===== config.mk =====
export PLATFORM = sky130hd
export DESIGN_NAME = morse_lcd_scheduler_flat
export DESIGN_NICKNAME = d
export VERILOG_FILES = /design/src/rtl/morse_lcd_scheduler_if.sv /design/src/rtl/morse_lcd_scheduler.sv /design/src/flat_wrapper.sv
export SDC_FILE = /design/constraint.sdc
export NUM_CORES = 1
export LEC_CHECK = 0
export BUFFER_PORTS_ARGS = -buffer_cell sky130_fd_sc_hd__buf_2
export CAP_MARGIN = 20
export CELL_PAD_IN_SITES_DETAIL_PLACEMENT = 0
export CELL_PAD_IN_SITES_GLOBAL_PLACEMENT = 1
export CORE_AREA = 2 2 123 125
export DETAILED_ROUTE_END_ITERATION = 6
export DIE_AREA = 0 0 125 127
export PLACE_DENSITY = 0.65
export SKIP_CTS_REPAIR_TIMING = 1
export SLEW_MARGIN = 40
export SYNTH_ARGS = -nofsm -noshare
export SYNTH_HDL_FRONTEND = slang
export SYNTH_SLANG_ARGS = --single-unit

===== constraint.sdc =====
create_clock -name clock_debouced -period 3.96 [get_ports clock_debouced]
set_input_delay 0.396 -clock clock_debouced [delete_from_list [all_inputs] [get_ports clock_debouced]]
set_output_delay 0.396 -clock clock_debouced [all_outputs]
set_load 0.05 [all_outputs]

===== src/rtl/morse_lcd_scheduler_if.sv =====
// morse_lcd_scheduler_if
//   Groups the two requester handshakes (decoded characters, raw LCD commands)
//   and the lcd2 driver strobe/data/done signals shared by the scheduler.
//   master : the environment side (Morse decoder, command source, lcd2 driver)
//   slave  : the scheduler side
//   Signals:
//     char_valid/char_data/char_ready  character offer and FIFO acceptance
//     cmd_valid/cmd_data/cmd_ready     command offer and acceptance (IDLE only)
//     lcd_data/lcd_oper/lcd_enb        byte, write type and strobe to lcd2
//     lcd_done                         lcd2 completion pulse
interface morse_lcd_scheduler_if;
  logic       char_valid;
  logic [7:0] char_data;
  logic       char_ready;
  logic       cmd_valid;
  logic [7:0] cmd_data;
  logic       cmd_ready;
  logic [7:0] lcd_data;
  logic       lcd_oper;
  logic       lcd_enb;
  logic       lcd_done;

  modport master (
    output char_valid, char_data, cmd_valid, cmd_data, lcd_done,
    input  char_ready, cmd_ready, lcd_data, lcd_oper, lcd_enb
  );

  modport slave (
    input  char_valid, char_data, cmd_valid, cmd_data, lcd_done,
    output char_ready, cmd_ready, lcd_data, lcd_oper, lcd_enb
  );
endinterface


===== src/rtl/morse_lcd_scheduler.sv =====
// morse_lcd_scheduler
//   Arbitrates all writes to the lcd2 character driver. Raw commands take
//   priority over buffered Morse characters. The cursor of a 2 x LINE_LEN
//   display is tracked here; when a row fills, the scheduler itself issues
//   0xC0 (go to row 1) or 0x01 (clear, back to row 0).
//   Ports:
//     clock_debouced  in   block clock, rising edge
//     reset           in   synchronous, active-low
//     bus             slave side of morse_lcd_scheduler_if (handshakes, lcd2)
//     fifo_count      out  character FIFO occupancy (0..FIFO_DEPTH)
//     cursor_col      out  next write column
//     cursor_row      out  next write row
//     overflow        out  sticky: character offered while FIFO full
//     timeout         out  sticky: a write completed because lcd_done never came
module morse_lcd_scheduler #(
  parameter int FIFO_DEPTH  = 8,
  parameter int LINE_LEN    = 16,
  parameter int HOLD_CYCLES = 4,
  parameter int TIMEOUT     = 1023
) (
  input  logic                 clock_debouced,
  input  logic                 reset,
  morse_lcd_scheduler_if.slave bus,
  output logic [4:0]           fifo_count,
  output logic [4:0]           cursor_col,
  output logic                 cursor_row,
  output logic                 overflow,
  output logic                 timeout
);

  localparam int AW = (FIFO_DEPTH > 1) ? $clog2(FIFO_DEPTH) : 1;
  localparam int HW = (HOLD_CYCLES > 1) ? $clog2(HOLD_CYCLES) : 1;

  localparam logic [7:0] CMD_CLEAR = 8'h01;
  localparam logic [7:0] CMD_HOME  = 8'h02;
  localparam logic [7:0] CMD_ROW1  = 8'hC0;
  localparam logic [7:0] CHAR_UNK  = 8'h3F;

  typedef enum logic [2:0] {
    IDLE,
    ISSUE,
    WAIT_DONE,
    MOVE_ISSUE,
    MOVE_WAIT
  } state_t;

  state_t        state, state_next;
  logic [HW-1:0] hold_cnt, hold_next;
  logic [9:0]    wait_cnt, wait_next;
  logic [7:0]    data_q, data_next;
  logic          oper_q, oper_next;
  logic [4:0]    col_next;
  logic          row_next;
  logic          pop;
  logic          timeout_set;

  logic [7:0]    mem [FIFO_DEPTH];
  logic [AW-1:0] wr_ptr, rd_ptr;
  logic          full, empty, push, cmd_take, wait_over;

  assign full      = (fifo_count == 5'(FIFO_DEPTH));
  assign empty     = (fifo_count == 5'd0);
  assign push      = bus.char_valid && bus.char_ready;
  assign cmd_take  = bus.cmd_valid && bus.cmd_ready;
  // A wait ends on the done pulse, or is forced once the counter reaches TIMEOUT.
  assign wait_over = bus.lcd_done || (wait_cnt == 10'(TIMEOUT));

  // Ready signals are gated by reset so nothing is accepted while reset is low.
  assign bus.char_ready = reset && !full;
  assign bus.cmd_ready  = reset && (state == IDLE);
  assign bus.lcd_enb    = (state == ISSUE) || (state == MOVE_ISSUE);
  assign bus.lcd_data   = data_q;
  assign bus.lcd_oper   = oper_q;

  // NOTE: every signal driven here gets a default first, so no path can leave
  // one unassigned and infer a latch.
  always_comb begin
    state_next  = state;
    hold_next   = hold_cnt;
    wait_next   = wait_cnt;
    data_next   = data_q;
    oper_next   = oper_q;
    col_next    = cursor_col;
    row_next    = cursor_row;
    pop         = 1'b0;
    timeout_set = 1'b0;

    unique case (state)
      IDLE: begin
        if (cmd_take) begin
          data_next  = bus.cmd_data;
          oper_next  = 1'b0;
          hold_next  = '0;
          state_next = ISSUE;
        end else if (!empty) begin
          pop        = 1'b1;
          data_next  = mem[rd_ptr];
          oper_next  = 1'b1;
          hold_next  = '0;
          state_next = ISSUE;
        end
      end

      ISSUE, MOVE_ISSUE: begin
        if (hold_cnt == HW'(HOLD_CYCLES - 1)) begin
          wait_next  = '0;
          state_next = (state == ISSUE) ? WAIT_DONE : MOVE_WAIT;
        end else begin
          hold_next = hold_cnt + 1'b1;
        end
      end

      WAIT_DONE: begin
        if (wait_over) begin
          timeout_set = !bus.lcd_done;
          state_next  = IDLE;
          if (oper_q) begin
            if (cursor_col == 5'(LINE_LEN - 1)) begin
              // Row is full: the column holds at the last position until the
              // automatic move command lands.
              data_next  = cursor_row ? CMD_CLEAR : CMD_ROW1;
              oper_next  = 1'b0;
              hold_next  = '0;
              state_next = MOVE_ISSUE;
            end else begin
              col_next = cursor_col + 5'd1;
            end
          end else if (data_q == CMD_CLEAR || data_q == CMD_HOME) begin
            col_next = 5'd0;
            row_next = 1'b0;
          end
        end else begin
          wait_next = wait_cnt + 10'd1;
        end
      end

      MOVE_WAIT: begin
        if (wait_over) begin
          timeout_set = !bus.lcd_done;
          col_next    = 5'd0;
          row_next    = !cursor_row;
          state_next  = IDLE;
        end else begin
          wait_next = wait_cnt + 10'd1;
        end
      end

      default: state_next = IDLE;
    endcase
  end

  // NOTE: sequential state uses non-blocking assignments so every register
  // samples pre-edge values regardless of statement order.
  always_ff @(posedge clock_debouced) begin
    if (!reset) begin
      state      <= IDLE;
      hold_cnt   <= '0;
      wait_cnt   <= '0;
      data_q     <= '0;
      oper_q     <= 1'b0;
      cursor_col <= '0;
      cursor_row <= 1'b0;
      fifo_count <= '0;
      wr_ptr     <= '0;
      rd_ptr     <= '0;
      overflow   <= 1'b0;
      timeout    <= 1'b0;
    end else begin
      state      <= state_next;
      hold_cnt   <= hold_next;
      wait_cnt   <= wait_next;
      data_q     <= data_next;
      oper_q     <= oper_next;
      cursor_col <= col_next;
      cursor_row <= row_next;
      if (push) wr_ptr <= wr_ptr + 1'b1;
      if (pop)  rd_ptr <= rd_ptr + 1'b1;
      unique case ({push, pop})
        2'b10:   fifo_count <= fifo_count + 5'd1;
        2'b01:   fifo_count <= fifo_count - 5'd1;
        default: fifo_count <= fifo_count;
      endcase
      if (bus.char_valid && full) overflow <= 1'b1;
      if (timeout_set)            timeout  <= 1'b1;
    end
  end

  // NOTE: the FIFO storage has no reset; the pointers and count define which
  // entries are valid, so clearing the array would only cost logic.
  always_ff @(posedge clock_debouced) begin
    if (push) mem[wr_ptr] <= (bus.char_data == 8'd0) ? CHAR_UNK : bus.char_data;
  end

endmodule


===== src/flat_wrapper.sv =====
// flat-port wrapper written by rule: the top's interface ports become plain ports
module morse_lcd_scheduler_flat 
#(
  parameter int FIFO_DEPTH  = 8,
  parameter int LINE_LEN    = 16,
  parameter int HOLD_CYCLES = 4,
  parameter int TIMEOUT     = 1023
)
  (clock_debouced, reset, fifo_count, cursor_col, cursor_row, overflow, timeout, bus_char_valid, bus_char_data, bus_cmd_valid, bus_cmd_data, bus_lcd_done, bus_char_ready, bus_cmd_ready, bus_lcd_data, bus_lcd_oper, bus_lcd_enb);
  morse_lcd_scheduler_if bus_i ();
  input  logic clock_debouced;
  input  logic reset;
  output logic [4:0] fifo_count;
  output logic [4:0] cursor_col;
  output logic cursor_row;
  output logic overflow;
  output logic timeout;
  input wire logic [$bits(bus_i.char_valid)-1:0] bus_char_valid;
  input wire logic [$bits(bus_i.char_data)-1:0] bus_char_data;
  input wire logic [$bits(bus_i.cmd_valid)-1:0] bus_cmd_valid;
  input wire logic [$bits(bus_i.cmd_data)-1:0] bus_cmd_data;
  input wire logic [$bits(bus_i.lcd_done)-1:0] bus_lcd_done;
  output wire logic [$bits(bus_i.char_ready)-1:0] bus_char_ready;
  output wire logic [$bits(bus_i.cmd_ready)-1:0] bus_cmd_ready;
  output wire logic [$bits(bus_i.lcd_data)-1:0] bus_lcd_data;
  output wire logic [$bits(bus_i.lcd_oper)-1:0] bus_lcd_oper;
  output wire logic [$bits(bus_i.lcd_enb)-1:0] bus_lcd_enb;
  assign bus_i.char_valid = bus_char_valid;
  assign bus_i.char_data = bus_char_data;
  assign bus_i.cmd_valid = bus_cmd_valid;
  assign bus_i.cmd_data = bus_cmd_data;
  assign bus_i.lcd_done = bus_lcd_done;
  assign bus_char_ready = bus_i.char_ready;
  assign bus_cmd_ready = bus_i.cmd_ready;
  assign bus_lcd_data = bus_i.lcd_data;
  assign bus_lcd_oper = bus_i.lcd_oper;
  assign bus_lcd_enb = bus_i.lcd_enb;
  morse_lcd_scheduler #(.FIFO_DEPTH(FIFO_DEPTH), .LINE_LEN(LINE_LEN), .HOLD_CYCLES(HOLD_CYCLES), .TIMEOUT(TIMEOUT)) u_core (.clock_debouced(clock_debouced), .reset(reset), .bus(bus_i), .fifo_count(fifo_count), .cursor_col(cursor_col), .cursor_row(cursor_row), .overflow(overflow), .timeout(timeout));
endmodule

Yosys cells after proc, flatten, opt, wreduce, memory -nomap -nowiden
Memory sizes are Yosys's and may differ from the RTL's. A register that Yosys moved wholly into a read port is not among the register bits.
Cells that the tools add are included.
{"block": "classes", "n_addsub": 7, "n_eq_ne": 24, "mux": 54, "reduce_logical": 28}
{"operator": "8-bit two-way mux", "n": 7}
{"operator": "3-bit two-way mux", "n": 9}
{"operator": "5-bit two-way mux", "n": 5}
{"operator": "10-bit two-way mux", "n": 2}
{"operator": "10-bit case mux with 2 select lines", "n": 1}
{"operator": "5-bit case mux with 2 select lines", "n": 2}
{"operator": "1-bit two-way mux", "n": 16}
{"operator": "8-bit case mux with 2 select lines", "n": 1}
{"operator": "5-bit AND reduction", "n": 3}
{"operator": "2-bit two-way mux", "n": 7}
{"operator": "2-bit by 1-bit inequality test with 1-bit output, second input constant", "n": 6}
{"operator": "3-bit case mux with 4 select lines", "n": 1}
{"operator": "10-bit by 1-bit adder with 10-bit output, second input constant", "n": 1}
{"operator": "5-bit by 1-bit adder with 5-bit output, second input constant", "n": 2}
{"operator": "10-bit == test, second input constant", "n": 1}
{"operator": "5-bit by 4-bit == test with 1-bit output, second input constant", "n": 2}
{"operator": "8-bit by 1-bit == test with 1-bit output, second input constant", "n": 1}
{"operator": "8-bit by 2-bit == test with 1-bit output, second input constant", "n": 1}
{"operator": "8-bit logical NOT", "n": 1}
{"operator": "2-bit nonzero test", "n": 4}
{"operator": "3-bit by 1-bit adder with 3-bit output, second input constant", "n": 2}
{"operator": "3-bit by 2-bit == test with 1-bit output, second input constant", "n": 2}
{"operator": "2-bit inequality test, second input constant", "n": 3}
{"operator": "3-bit inequality test, second input constant", "n": 2}
{"operator": "other kinds (19)", "n": 31}
{"block": "word_totals", "ff_bits": 43, "ram_bits": 64, "memories": 1}
{"name": "u_core.mem", "depth": 8, "width": 8, "rd": 1, "rd_ports_with_merged_regs": 1, "wr": 1, "line": "morse_lcd_scheduler.sv:57", "rtl": "logic [7:0] mem [FIFO_DEPTH];"}

Depth between registers and ports, before layout
{"block": "logic_depth", "depth_word": 7, "mapped_depth": 13, "depth_no_buf": 11}

Worst setup path before layout
OpenSTA, ideal clock, no wires.
{"block": "synth_timing", "kind": "register to register", "from": "register u_core.state[1]", "to": "register u_core.data_q[1], in the netlist u_core.bus.lcd_data[1]", "setup_time_ns": 0.062, "arrival_ns": 3.235, "slack_ns": 0.662, "path_stages_with_launch": 7, "n_path_buf": 2, "synth_period_minus_slack_ns": 3.298, "path_cell_list": "dfxtp_1 buf_2 buf_1 nor4b_1 nand2_1 nand2_1 a32o_1"}
{"block": "synth_via", "elab_chain_cells": 5, "elab_cells_between_ends": 12, "classes_between": "eq/ne: 5; mux: 2; reduce/logical: 5"}
{"element": "from (decl)", "line": "morse_lcd_scheduler.sv:47", "rtl": "state_t state, state_next;"}
{"element": "from (signal assigned)", "line": "morse_lcd_scheduler.sv:169", "rtl": "state <= state_next;"}
{"element": "3-bit logical NOT (*)", "line": "morse_lcd_scheduler.sv:70", "rtl": "assign bus.cmd_ready = reset && (state == IDLE);"}
{"element": "1-bit logical AND (*)", "line": "morse_lcd_scheduler.sv:70"}
{"element": "net bus_cmd_ready", "line": "flat_wrapper.sv:24", "rtl": "output wire logic [$bits(bus_i.cmd_ready)-1:0] bus_cmd_ready;"}
{"element": "1-bit logical AND (*)", "line": "morse_lcd_scheduler.sv:64", "rtl": "assign cmd_take = bus.cmd_valid && bus.cmd_ready;"}
{"element": "3-bit inequality test (no line) or 8-bit two-way mux (tied branches)"}
{"element": "5-bit AND reduction (no line) or 8-bit case mux with 2 select lines (tied branches)"}
{"element": "to (signal assigned)", "line": "morse_lcd_scheduler.sv:172", "rtl": "data_q <= data_next;"}
{"element": "to (decl)", "line": "morse_lcd_scheduler.sv:50", "rtl": "logic [7:0] data_q, data_next;"}
The timed path passes the listed nets; every way through them passes the cells marked *.
A chain may end at the register's enable or synchronous reset.

Worst setup path after layout
{"block": "layout_timing", "from": "register u_core.state[0]", "to": "register u_core.fifo_count[4]"}
{"block": "layout_via", "elab_chain_cells": 7, "elab_cells_between_ends": 9, "classes_between": "eq/ne: 2; mux: 3; reduce/logical: 4"}
{"element": "3-bit logical NOT (*)", "line": "morse_lcd_scheduler.sv:70, morse_lcd_scheduler.sv:88"}
{"element": "1-bit logical AND", "line": "morse_lcd_scheduler.sv:70"}
{"element": "1-bit logical AND", "line": "morse_lcd_scheduler.sv:64"}
{"element": "1-bit two-way mux", "line": "morse_lcd_scheduler.sv:90", "rtl": "if (cmd_take) begin"}
{"element": "1-bit two-way mux (*)", "line": "morse_lcd_scheduler.sv:88", "rtl": "unique case (state)"}
{"element": "net u_core.pop", "line": "morse_lcd_scheduler.sv:54", "rtl": "logic pop;"}
{"element": "2-bit by 1-bit == test with 1-bit output or 2-bit == test (tied branches)", "line": "morse_lcd_scheduler.sv:178", "rtl": "unique case ({push, pop})"}
{"element": "5-bit case mux with 2 select lines or 2-bit nonzero test (tied branches)"}
{"element": "to (signal assigned)", "line": "morse_lcd_scheduler.sv:179", "rtl": "2'b10: fifo_count <= fifo_count + 5'd1;"}
{"element": "to (signal assigned)", "line": "morse_lcd_scheduler.sv:180", "rtl": "2'b01: fifo_count <= fifo_count - 5'd1;"}
{"element": "to (signal assigned)", "line": "morse_lcd_scheduler.sv:181", "rtl": "default: fifo_count <= fifo_count;"}
{"element": "to (decl)", "line": "morse_lcd_scheduler.sv:24", "rtl": "output logic [4:0] fifo_count,"}
Marks and branches as above.

==> metrics.yaml <==
sta:
  fin_crit_sh_pct: 79.7
  tightestPinTransition_ns: 0.828
  finalSetupViolations: 0
  worst_clock_skew_ns: 0.00879
  fin_ws_ns: 0.806
  fmax_mhz: 317
  tns_ns: 0
  fin_hold_ws_ns: 0.346
  rsz0062_at_grt: "false"
  maxSlewHeadroom_pct: 44.7
  slew_viol_final: 0
  finalHoldViolations: 0
  fin_crit_ns: 3.15
setup_path:
  r2r.worst_path.cells: 10
  critPathMaxFanout: 14
  cp-end-kind: "flop"
  required_ns: 4.25
  arrival_ns: 3.44
  start_kind: "flop"
  criticalPathCategory: "flop to flop"
finish:
  layout-drive-gt1-share_pct: 21.7
  fill_cells: 1356
  nets: 478
  areaGrowthSynthToFinish_pct: 14.6
  antenna_cells: 0
logic_synthesis:
  synth_edf_count: 64
  yosysMostFrequentCell: "edfxtp_1"
  synth_nets: 436
  synth_commonest_cells: "edfxtp_1 (64), dfxtp_1 (46), nand2_1 (34)"
  synthArstFlopShare_pct: 0
  synthTopCellsByArea: "edfxtp_1 (39%), dfxtp_1 (19%), mux4_2 (7.3%), mux2i_1 (2.6%), nand2_1 (2.6%)"
  seq_area_frac_synth_pct: 57.3
  synth_area_sq_mm: 0.00496
  synth_top_cell_by_area: "edfxtp_1"
  avgSynthCellArea_sq_um: 12.3
  netlist_instances: 405
  synth.top_cell.area_share_pct: 38.7
  ys.warnings.count: 0
  ys_types: 54
  ys.flop_type: "edfxtp_1"
  ys_ff_latch: 110
drt:
  wire_per_inst_um: 16.4
  wl_mm: 10.4
  drt-initial-drc-count: 302
  drcViolationCount: 0
  vias: 3333
  dr.pass1.iters: 4
  final_antenna_net_count: 0
  vias_per_cell: 5.24
clocking:
  cts_sinks: 110
  clockBufferDepth: 2
  cts_root_buffer: "clkbuf_16"
  insertion_delay_ns: 0.35
  htree_levels: 3
  cts_inserted_buffers: 9
  cts_tree: "built"
  clk_pin_slew_ns: 0.08
die:
  rows: 44
  io_pins: 46
  die-height_um: 127
  die-area_sq_mm: 0.0159
  initial_core_util_pct: 34.4
  fp.dieW_um: 125
  coreArea_sq_mm: 0.0144
power_and_ir_drop:
  p_leak_nw: 2.00
  p_comb_share_pct: 34.0
  vdd_drop_max_v: 0.000226
  seqPwrFrac_pct: 41.4
  power.density_mw_per_mm2: 624
  p_switching_mw: 1.34
  p_sw_share_pct: 37.6
  p_int_mw: 2.22
  power_frac_clock_pct: 24.6
  p_total_mw: 3.55
global_route:
  grt_usage_pct: 13.4
  grt_antenna_before_repair: 0
  grt_pass1_vias: 3275
  grt_pass1_wl_mm: 16.9
  grt_max_degree: 51
  grt-ovfl-total: 0
worst_hold_path:
  hp-class: "primary input to flop"
  hold_depth: 1
job:
  cap_violations: 0
status:
  status: "finished, final reports clean"
placed_design:
  post-place-ws_ns: 0.581
  place_hpwl_mm: 7.39
  numPortBuffers: 45
  place_congestion: 0.785
## registers in the layout, indices dropped and copies added, names as in the netlist, 2 cells and up, named ones only
name,flops
u_core.state,3
u_core.rd_ptr,3
u_core.bus.lcd_data,8
u_core.cursor_col,5
u_core.hold_cnt,2
u_core.wait_cnt,10
u_core.wr_ptr,3
u_core.fifo_count,5
u_core.mem,64
## worst paths after layout
path / startpoint / endpoint / slack, ns
worst max-delay path: u_core.state[0] / u_core.fifo_count[4] / 0.81
worst min-delay path: bus_char_data[6] / u_core.mem[6][6] / 0.35
worst max register to register: u_core.state[0] / u_core.fifo_count[4] / 0.81
worst min register to register: u_core.hold_cnt[1] / u_core.hold_cnt[1] / 0.48
## cells by family after synthesis
group	after synthesis	share of synthesized area [%]
buffers and inverters	28	2.24
xor gates and xnor gates	12	2.12
and+or+nand+nor	143	15.5
DFF	110	57.3
muxes	31	10.3
adders and majority gates	10	2.52
AOI/OAI and AO/OA	71	9.98
## critical path, stage by stage, from the launching register on
cell       delay [ns]
dfxtp_1          0.47
a2111oi_1        0.63
a21boi_2         0.41
ha_1             0.43
xor2_1           0.12
ha_1             0.22
a21o_1           0.18
o21ai_0          0.17
nand3b_1         0.09
a31oi_1          0.18
mux2i_1          0.19
## power by group through the flow
stage / Sequential [mW] / Combinational, mW / Clock, mW
after detailed placement: 1.50 / 1.21 / 0
after CTS: 1.47 / 1.22 / 0.900
after floorplan: 1.63 / 0.773 / 0
final: 1.47 / 1.21 / 0.874
after global routing: 1.49 / 1.31 / 0.940
after global placement: 1.50 / 1.20 / 0
## metal layers
| metal | part of all wire (%) | vias to the layer above | routed length (um) | global-route usage (%) |
|---|---|---|---|---|
| met1 | 46 | 1636 | 4830 | 17.3 |
| met4 | 1.4 | 0 | 149 | 4.51 |
| met5 | 0 | - | 0 | 0 |
| met3 | 3.6 | 13 | 374 | 2.93 |
| met2 | 49 | 60 | 5070 | 22.5 |
| li1 | - | 1624 | - | - |
## layout make-up
type / instances / area, sq um / area share [%]
sequential: 110 / 2840 / 50.0
clock buffer: 10 / 229 / 4.02
clock inverter: 6 / 58.8 / 1.03
tap: 184 / 230 / 4.05
inverter: 7 / 26.3 / 0.462
timing repair buffer: 52 / 278 / 4.88
multi-input combinational: 267 / 2030 / 35.6
## metrics by stage
| stage | instance area, sq um | util [%] | std cells |
|---|---|---|---|
| 2_1_floorplan | 4960 | - | 405 |
| 5_1_grt | 5690 | 39.5 | 636 |
| 4_1_cts | 5690 | 39.4 | 636 |
| 3_5_place_dp | 5400 | 37.4 | 620 |
| 6_report | 5690 | 39.5 | 636 |
| 3_3_place_gp | 5390 | 37.4 | 620 |
## cell usage in the layout, fill, tap and decap left out, types with 4 or more instances in the layout
cell,n
nand3_1,14
dfxtp_1,46
a21boi_0,4
o22ai_1,5
nor2_1,18
clkbuf_16,9
nor3_1,6
nand4_1,6
a32o_1,6
o21ai_0,16
a31oi_1,9
xnor2_1,5
xor2_1,7
mux4_2,16
ha_1,10
mux2i_1,13
nor2b_1,5
o31ai_1,4
inv_1,7
edfxtp_1,64
nand2b_1,17
nand3b_1,6
nor4_1,4
a21oi_1,11
buf_4,7
nand2_1,34
and2_1,9
buf_2,45
No activity file was read; power rests on OpenSTA's default activity.
